<file path="src/rtl/mmu_sequencer.sv">
// mmu_sequencer: loads 4 weights + 4 inputs into operand memory, runs mmu_feeder, then returns 4 results.
// Latency: write is combinational with the accepted beat; COMPUTE lasts COMPUTE_LEN cycles; then one result per handshake.
// Backpressure: host stalls freely in LOAD states, out_ready low freezes OUTPUT; optional MMU_SEQ_WEIGHT_REUSE_EN adds keep_w.
module mmu_sequencer #(
    parameter int COMPUTE_LEN = 6,
    parameter int N_OPS       = 4
) (
    input  logic       clk,
    input  logic       rst_n,
    input  logic       host_valid,
    input  logic [7:0] host_data,
    output logic       host_ready,
`ifdef MMU_SEQ_WEIGHT_REUSE_EN
    input  logic       keep_w,
`endif
    output logic       mem_we,
    output logic       mem_sel,
    output logic [1:0] mem_addr,
    output logic [7:0] mem_wdata,
    output logic       feeder_en,
    output logic [2:0] compute_cycles,
    output logic [1:0] output_sel,
    output logic       out_valid,
    input  logic       out_ready,
    output logic       busy
);

    typedef enum logic [2:0] {
        IDLE    = 3'd0,
        LOAD_W  = 3'd1,
        LOAD_I  = 3'd2,
        COMPUTE = 3'd3,
        OUTPUT  = 3'd4
    } state_t;

    localparam logic [1:0] OPS_LAST = 2'(N_OPS - 1);
    localparam logic [2:0] CC_LAST  = 3'(COMPUTE_LEN - 1);
    localparam logic [2:0] CC_DONE  = 3'(COMPUTE_LEN);

    state_t     state;
    state_t     state_nxt;
    logic [1:0] cnt;
    logic [2:0] cc;
    logic [1:0] sel;
    logic       accept;
    logic       beat_last;
    logic       out_hs;
    logic       reuse_w;

`ifdef MMU_SEQ_WEIGHT_REUSE_EN
    logic w_loaded;

    always_ff @(posedge clk or negedge rst_n) begin
        if (!rst_n)
            w_loaded <= 1'b0;
        else if (state == LOAD_W && state_nxt == LOAD_I)
            w_loaded <= 1'b1;
    end

    assign reuse_w = keep_w & w_loaded;
`else
    assign reuse_w = 1'b0;
`endif

    assign accept    = host_valid & host_ready;
    assign beat_last = (cnt == OPS_LAST);
    assign out_hs    = out_valid & out_ready;

    always_ff @(posedge clk or negedge rst_n) begin
        if (!rst_n)
            state <= IDLE;
        else
            state <= state_nxt;
    end

    always_comb begin
        state_nxt = state;
        case (state)
            IDLE:    if (accept) state_nxt = reuse_w ? LOAD_I : LOAD_W;
            LOAD_W:  if (accept && beat_last) state_nxt = LOAD_I;
            LOAD_I:  if (accept && beat_last) state_nxt = COMPUTE;
            COMPUTE: if (cc == CC_LAST) state_nxt = OUTPUT;
            OUTPUT:  if (out_hs && sel == 2'd3) state_nxt = IDLE;
            default: state_nxt = IDLE;
        endcase
    end

    // host_ready is gated by rst_n so nothing is accepted or written while reset is held
    always_comb begin
        host_ready = 1'b0;
        mem_we     = 1'b0;
        mem_sel    = 1'b0;
        mem_addr   = 2'd0;
        mem_wdata  = host_data;
        feeder_en  = 1'b0;
        out_valid  = 1'b0;
        busy       = (state != IDLE);
        case (state)
            IDLE: begin
                host_ready = rst_n;
                mem_sel    = reuse_w;
            end
            LOAD_W: begin
                host_ready = rst_n;
                mem_addr   = cnt;
            end
            LOAD_I: begin
                host_ready = rst_n;
                mem_sel    = 1'b1;
                mem_addr   = cnt;
            end
            COMPUTE: feeder_en = 1'b1;
            OUTPUT: begin
                feeder_en = 1'b1;
                out_valid = 1'b1;
            end
            default: ;
        endcase
        mem_we = accept;
    end

    // The first beat is taken in IDLE as index 0, so the bank continues at index 1
    always_ff @(posedge clk or negedge rst_n) begin
        if (!rst_n)
            cnt <= 2'd0;
        else if (accept) begin
            if (state == IDLE)
                cnt <= 2'd1;
            else if (beat_last)
                cnt <= 2'd0;
            else
                cnt <= cnt + 2'd1;
        end
    end

    always_ff @(posedge clk or negedge rst_n) begin
        if (!rst_n) begin
            cc  <= 3'd0;
            sel <= 2'd0;
        end else begin
            if (state == COMPUTE && cc != CC_DONE)
                cc <= cc + 3'd1;
            if (state == OUTPUT && out_hs) begin
                sel <= sel + 2'd1;
                if (sel == 2'd3)
                    cc <= 3'd0;
            end
        end
    end

    assign compute_cycles = cc;
    assign output_sel     = sel;

endmodule

</file>
<file path="config.mk">
export PLATFORM = sky130hd
export DESIGN_NAME = mmu_sequencer
export DESIGN_NICKNAME = d
export VERILOG_FILES = /design/src/rtl/mmu_sequencer.sv
export SDC_FILE = /design/constraint.sdc
export NUM_CORES = 1
export LEC_CHECK = 0
export ABC_AREA = 1
export CAP_MARGIN = 0
export CORE_ASPECT_RATIO = 1.25
export CORE_UTILIZATION = 41
export CTS_CLUSTER_SIZE = 16
export DETAILED_ROUTE_END_ITERATION = 7
export GPL_TIMING_DRIVEN = 1
export PLACE_DENSITY = 0.78
export SLEW_MARGIN = 20
export SYNTH_ARGS = -nofsm -noshare
export SYNTH_HDL_FRONTEND = slang
export SYNTH_SLANG_ARGS = --single-unit
</file>
<file path="constraint.sdc">
create_clock -name clk -period 1.7 [get_ports clk]
set_input_delay 0.34 -clock clk [delete_from_list [all_inputs] [get_ports clk]]
set_output_delay 0.34 -clock clk [all_outputs]
set_load 0.01 [all_outputs]
</file>
Word-level counts from Yosys, hierarchy flattened
Index checks and enable logic that the tools add are counted.
{"block": "word_totals", "ff_bits": 10, "out_inout_bits": 21, "word_cells": 48}
{"block": "classes", "n_addsub": 3, "n_eq_ne": 13, "muxes": 16, "n_bitwise": 2, "n_reduce_logical": 10}
{"operator": "3-bit 2-to-1 mux", "count": 8}
{"operator": "3-bit case mux with 5 select lines", "count": 1}
{"operator": "2-bit inequality test, second input constant", "count": 5}
{"operator": "3-bit by 2-bit equality test with 1-bit output, second input constant", "count": 2}
{"operator": "3-bit equality test, second input constant", "count": 2}
{"operator": "2-bit 2-to-1 mux", "count": 3}
{"operator": "5-bit AND reduction", "count": 1}
{"operator": "2-bit by 1-bit adder with 2-bit output, second input constant", "count": 2}
{"operator": "2-bit equality test, second input constant", "count": 2}
{"operator": "1-bit logical AND", "count": 4}
{"operator": "1-bit 2-to-1 mux", "count": 4}
{"operator": "2-bit OR reduction", "count": 2}
{"operator": "3-bit by 1-bit adder with 3-bit output, second input constant", "count": 1}
{"operator": "3-bit by 1-bit equality test with 1-bit output, second input constant", "count": 1}
{"operator": "3-bit zero test", "count": 1}
{"operator": "3-bit inequality test, second input constant", "count": 1}
{"operator": "3-bit nonzero test", "count": 1}
{"operator": "3-bit OR reduction", "count": 1}
{"operator": "1-bit AND", "count": 2}

Longest topological paths before layout
Gate-level depths: netlist of run 1.
{"block": "depth", "depth_word": 7, "depth_mapped": 10, "ltp_nobuf": 10}

Worst setup path after synthesis of run 1
No wires, ideal clock.
{"block": "synth_timing", "path_kind": "register -> output", "startpoint": "reg state[0]", "endpoint": "out mem_addr[0]", "t_arrival_ns": 0.995, "required_time_ns": 1.360, "slack_ns": 0.365, "stages_incl_launch_ff": 6, "path_buffers": 0, "path_cell_list": "dfrtp_1 nor2_1 nand2_1 nand2_2 inv_1 nor2_1"}
{"block": "synth_via", "elab_chain_cells": 3, "word_cells_on_any_way": 4, "cone_classes": "eq/ne: 2; mux: 1; reduce/logical: 1"}
{"item": "start, declared", "line": "40", "rtl": "state_t state;"}
{"item": "start signal, assigned", "line": "73", "rtl": "state <= state_nxt;"}
{"item": "3-bit by 2-bit equality test with 1-bit output / 3-bit by 1-bit equality test with 1-bit output (equally long branches)", "line": "98", "rtl": "case (state)"}
{"item": "2-bit OR reduction (no line) *"}
{"item": "2-bit 2-to-1 mux *", "line": "98"}
{"item": "end, declared", "line": "18", "rtl": "output logic [1:0] mem_addr,"}
Every way passes the cells marked *; elsewhere a longest branch is shown, timed or not.

Final worst setup path of run 1
{"block": "layout_timing", "startpoint": "reg state[0]", "endpoint": "out mem_addr[1]"}
The elaborated chain is that of the path after synthesis.

==> metrics.txt, run 1 <==
area of the multi-input gates 430.4 sq um; power per cell area 2077 nW/um^2; Clk pwr share 0.069; final wirelength 1683 microns; Final Hold Viols 0; hold depth 1; Met2 Wirelength 902 microns; Worst IR Drop VDD 0.9879 mV; min Tclk post-route 1.681 ns; worst slew pin tran 0.2547 ns; Psw 1.027 mW; metal1 wirelength 679 microns; Synthesis Warnings 0; Reg power frac 0.225; Filler cells 160; std cell rows 17; GRT Overall Usage 0.1868; DR pass1 iterations 4; synthesized area 775.7 sq um; Port Buffer Count 16; arrival time worst endpoint 1.34 ns; initial core utilization 0.4394; Slew Limit Fails 0; DRT iter0 DRCs 8; die height 50.63 microns; initial antenna violation count 0; sequential standard cell area 254.0 sq um; Num Clock Sinks 10; RSZ-0062 raised after global routing true; gpl congestion 0.7767; fin util 0.6329; vias per inst 4.791; Syn Inst Count 98; total gr overflow 0; largest net degree at the start of global routing 13; Synth cell types 24; full die area 2071 sq um; clock slew at reported path FFs 0.06 ns; vias in the first global route 720; Int Power 1.294 mW; Met3 Routed Length 51 microns; crit end category output port; # nets final 148; Slew headroom 0.8292; share of the yosys chip area belonging to registers 0.3226; Comb pwr share 0.706; setup violators final 0; Startpoint Class flop; reg2reg path depth 9; Crit Path Max Fanout 4; #FFs+latches synth 10; Routed Antenna Nets 0; Fmax 594.8 MHz; I/O pin count 33; syn avg cell area 7.916 sq um; DP Worst Slack -0.2598 ns; Routed WL per cell 11.37 microns; max_cap viols 0; via count 709; Leakage Power 0.5921 nW; max layer used met4; final setup margin 0.01875 ns; Die W 40.91 microns; CTS Buffer Depth 2; layout cell share with drive strength beyond 1 0.4651; critical path type flop to output port; cts bufs inserted 3; CP required 1.36 ns; CTS HTree Levels 1; HPWL Detailed 1136 microns; period utilization 0.9890; most frequent cells in the layout buf_4, inv_1, nand2_1; Layout Skew 0.002174 ns; Hold Path Class flop to flop; syn nets 115; Area growth, synth to finish 44.03%; global-route wire length before repair 2663 microns; DR DRC count 0; ant diodes 0; switch share 0.4425; core area 1765 sq um; most common cell after layout, fill and taps aside buf_4; CTS tree yes; worst skew pair latency 0.26 ns; root buf cell clkbuf_4; outcome finished clean
-- layer usage --
metal  vias up  global-route usage
li1        361                   -
met1       328              0.1917
met2        13              0.3177
met3         7             0.02655
met4         0              0.1278
met5         -                   0
-- cells by family after synthesis --
kind of cell,Yosys count,synth area share
AO/OA/AOI/OAI,12,0.1226
AND/OR/NAND/NOR,39,0.2436
XOR/XNOR,2,0.02258
flip-flops,10,0.3226
multiplexers,1,0.01935
adder cells (fa/ha/maj),5,0.08065
buffers and inverters,29,0.1887
-- flip-flops by register name, summed over array words and instances (netlist names) --
signal / flops
cnt: 2
compute_cycles: 3
output_sel: 2
state: 3
-- worst max-delay path, stage by stage, from the launching register on --
cell     delay, ns
dfrtp_2       0.45
buf_6         0.14
nor2_4        0.08
nand2_2       0.07
nand2_2       0.07
inv_2         0.05
nor2_1        0.09
buf_2         0.13
-- layout make-up --
type / instances / area share
Clock buffer: 3 / 0.02016
Inverter: 20 / 0.06943
Multi-Input combinational cell: 59 / 0.3852
Sequential cell: 10 / 0.2273
Tap cell: 19 / 0.02128
Timing Repair Buffer: 37 / 0.2766
-- cells in the mapped netlist --
library cell,n,share of area
inv_1,17,0.082
o31ai_4,1,0.027
a211oi_1,1,0.0097
dfrtp_1,10,0.32
nand3_1,6,0.039
o21ai_0,2,0.013
ha_1,5,0.081
nor2_2,2,0.016
o22ai_1,1,0.0081
inv_2,3,0.015
a21oi_4,1,0.021
a21oi_1,5,0.032
mux2_4,1,0.019
xor2_1,1,0.011
nand2_2,3,0.024
nor2_1,9,0.044
o21ai_2,1,0.011
or2_1,1,0.0081
nand2_1,16,0.077
buf_6,1,0.015
buf_4,8,0.077
nand3_4,1,0.023
nand3_2,1,0.013
xnor2_1,1,0.011
-- final timing paths --
| kind | startpoint | end | slack, ns |
|---|---|---|---|
| min reg2reg | output_sel[0]$_DFFE_PN0P_ | output_sel[0]$_DFFE_PN0P_ | 0.50 |
| max | state[0]$_DFFE_PN0P_ | mem_addr[1] | 0.02 |
| min in group asynchronous | rst_n | state[1]$_DFFE_PN0P_ | 0.55 |
| min | output_sel[0]$_DFFE_PN0P_ | output_sel[0]$_DFFE_PN0P_ | 0.50 |
| max reg2reg | state[0]$_DFFE_PN0P_ | output_sel[1]$_DFFE_PN0P_ | 0.09 |
| max in group asynchronous | rst_n | state[2]$_DFFE_PN0P_ | 0.99 |
-- power by group through the flow --
| stage | combinational (mW) | clock (mW) | sequential [mW] |
|---|---|---|---|
| floorplan | 0.782 | 0 | 0.498 |
| CTS | 1.51 | 0.166 | 0.489 |
| detailed placement | 1.37 | 0 | 0.485 |
| finish | 1.64 | 0.161 | 0.522 |
| global route | 1.80 | 0.182 | 0.538 |
| global placement | 1.35 | 0 | 0.476 |
-- repair_timing --
action                     in CTS  in global routing
setup endpoints to repair       8                 11
hold buffers                    0                  0
buffers inserted                8                  2
pin swaps                       3                  7
gates resized for setup        34                 19
hold endpoints to repair        0                  0
-- metrics by stage --
step	total power, mW	instance area [sq um]	TNS, ns	cells	hold WS, ns
after global routing	2.524	1117	-0.1203	148	0.5434
final	2.321	1117	0	148	0.5002
after detailed placement	1.859	985.9	-0.8334	137	0.4937
after floorplan	1.280	775.7	0	98	0.04441
after CTS	2.167	1069	-0.2825	147	0.5000
after global placement	1.825	985.9	-0.7646	137	0.4928
Power figures use the tool's default switching activity.
==> inputs of run 2 (changes only) <==
- CAP_MARGIN: 0 -> unset
==> results of run 2 <==
The final DEF is identical to that of run 1; final timing and power are the same.
==> inputs of run 3 (changes only) <==
- HOLD_SLACK_MARGIN: unset -> 0.08
==> results of run 3 <==
The final DEF is identical to that of run 1; final timing and power are the same.
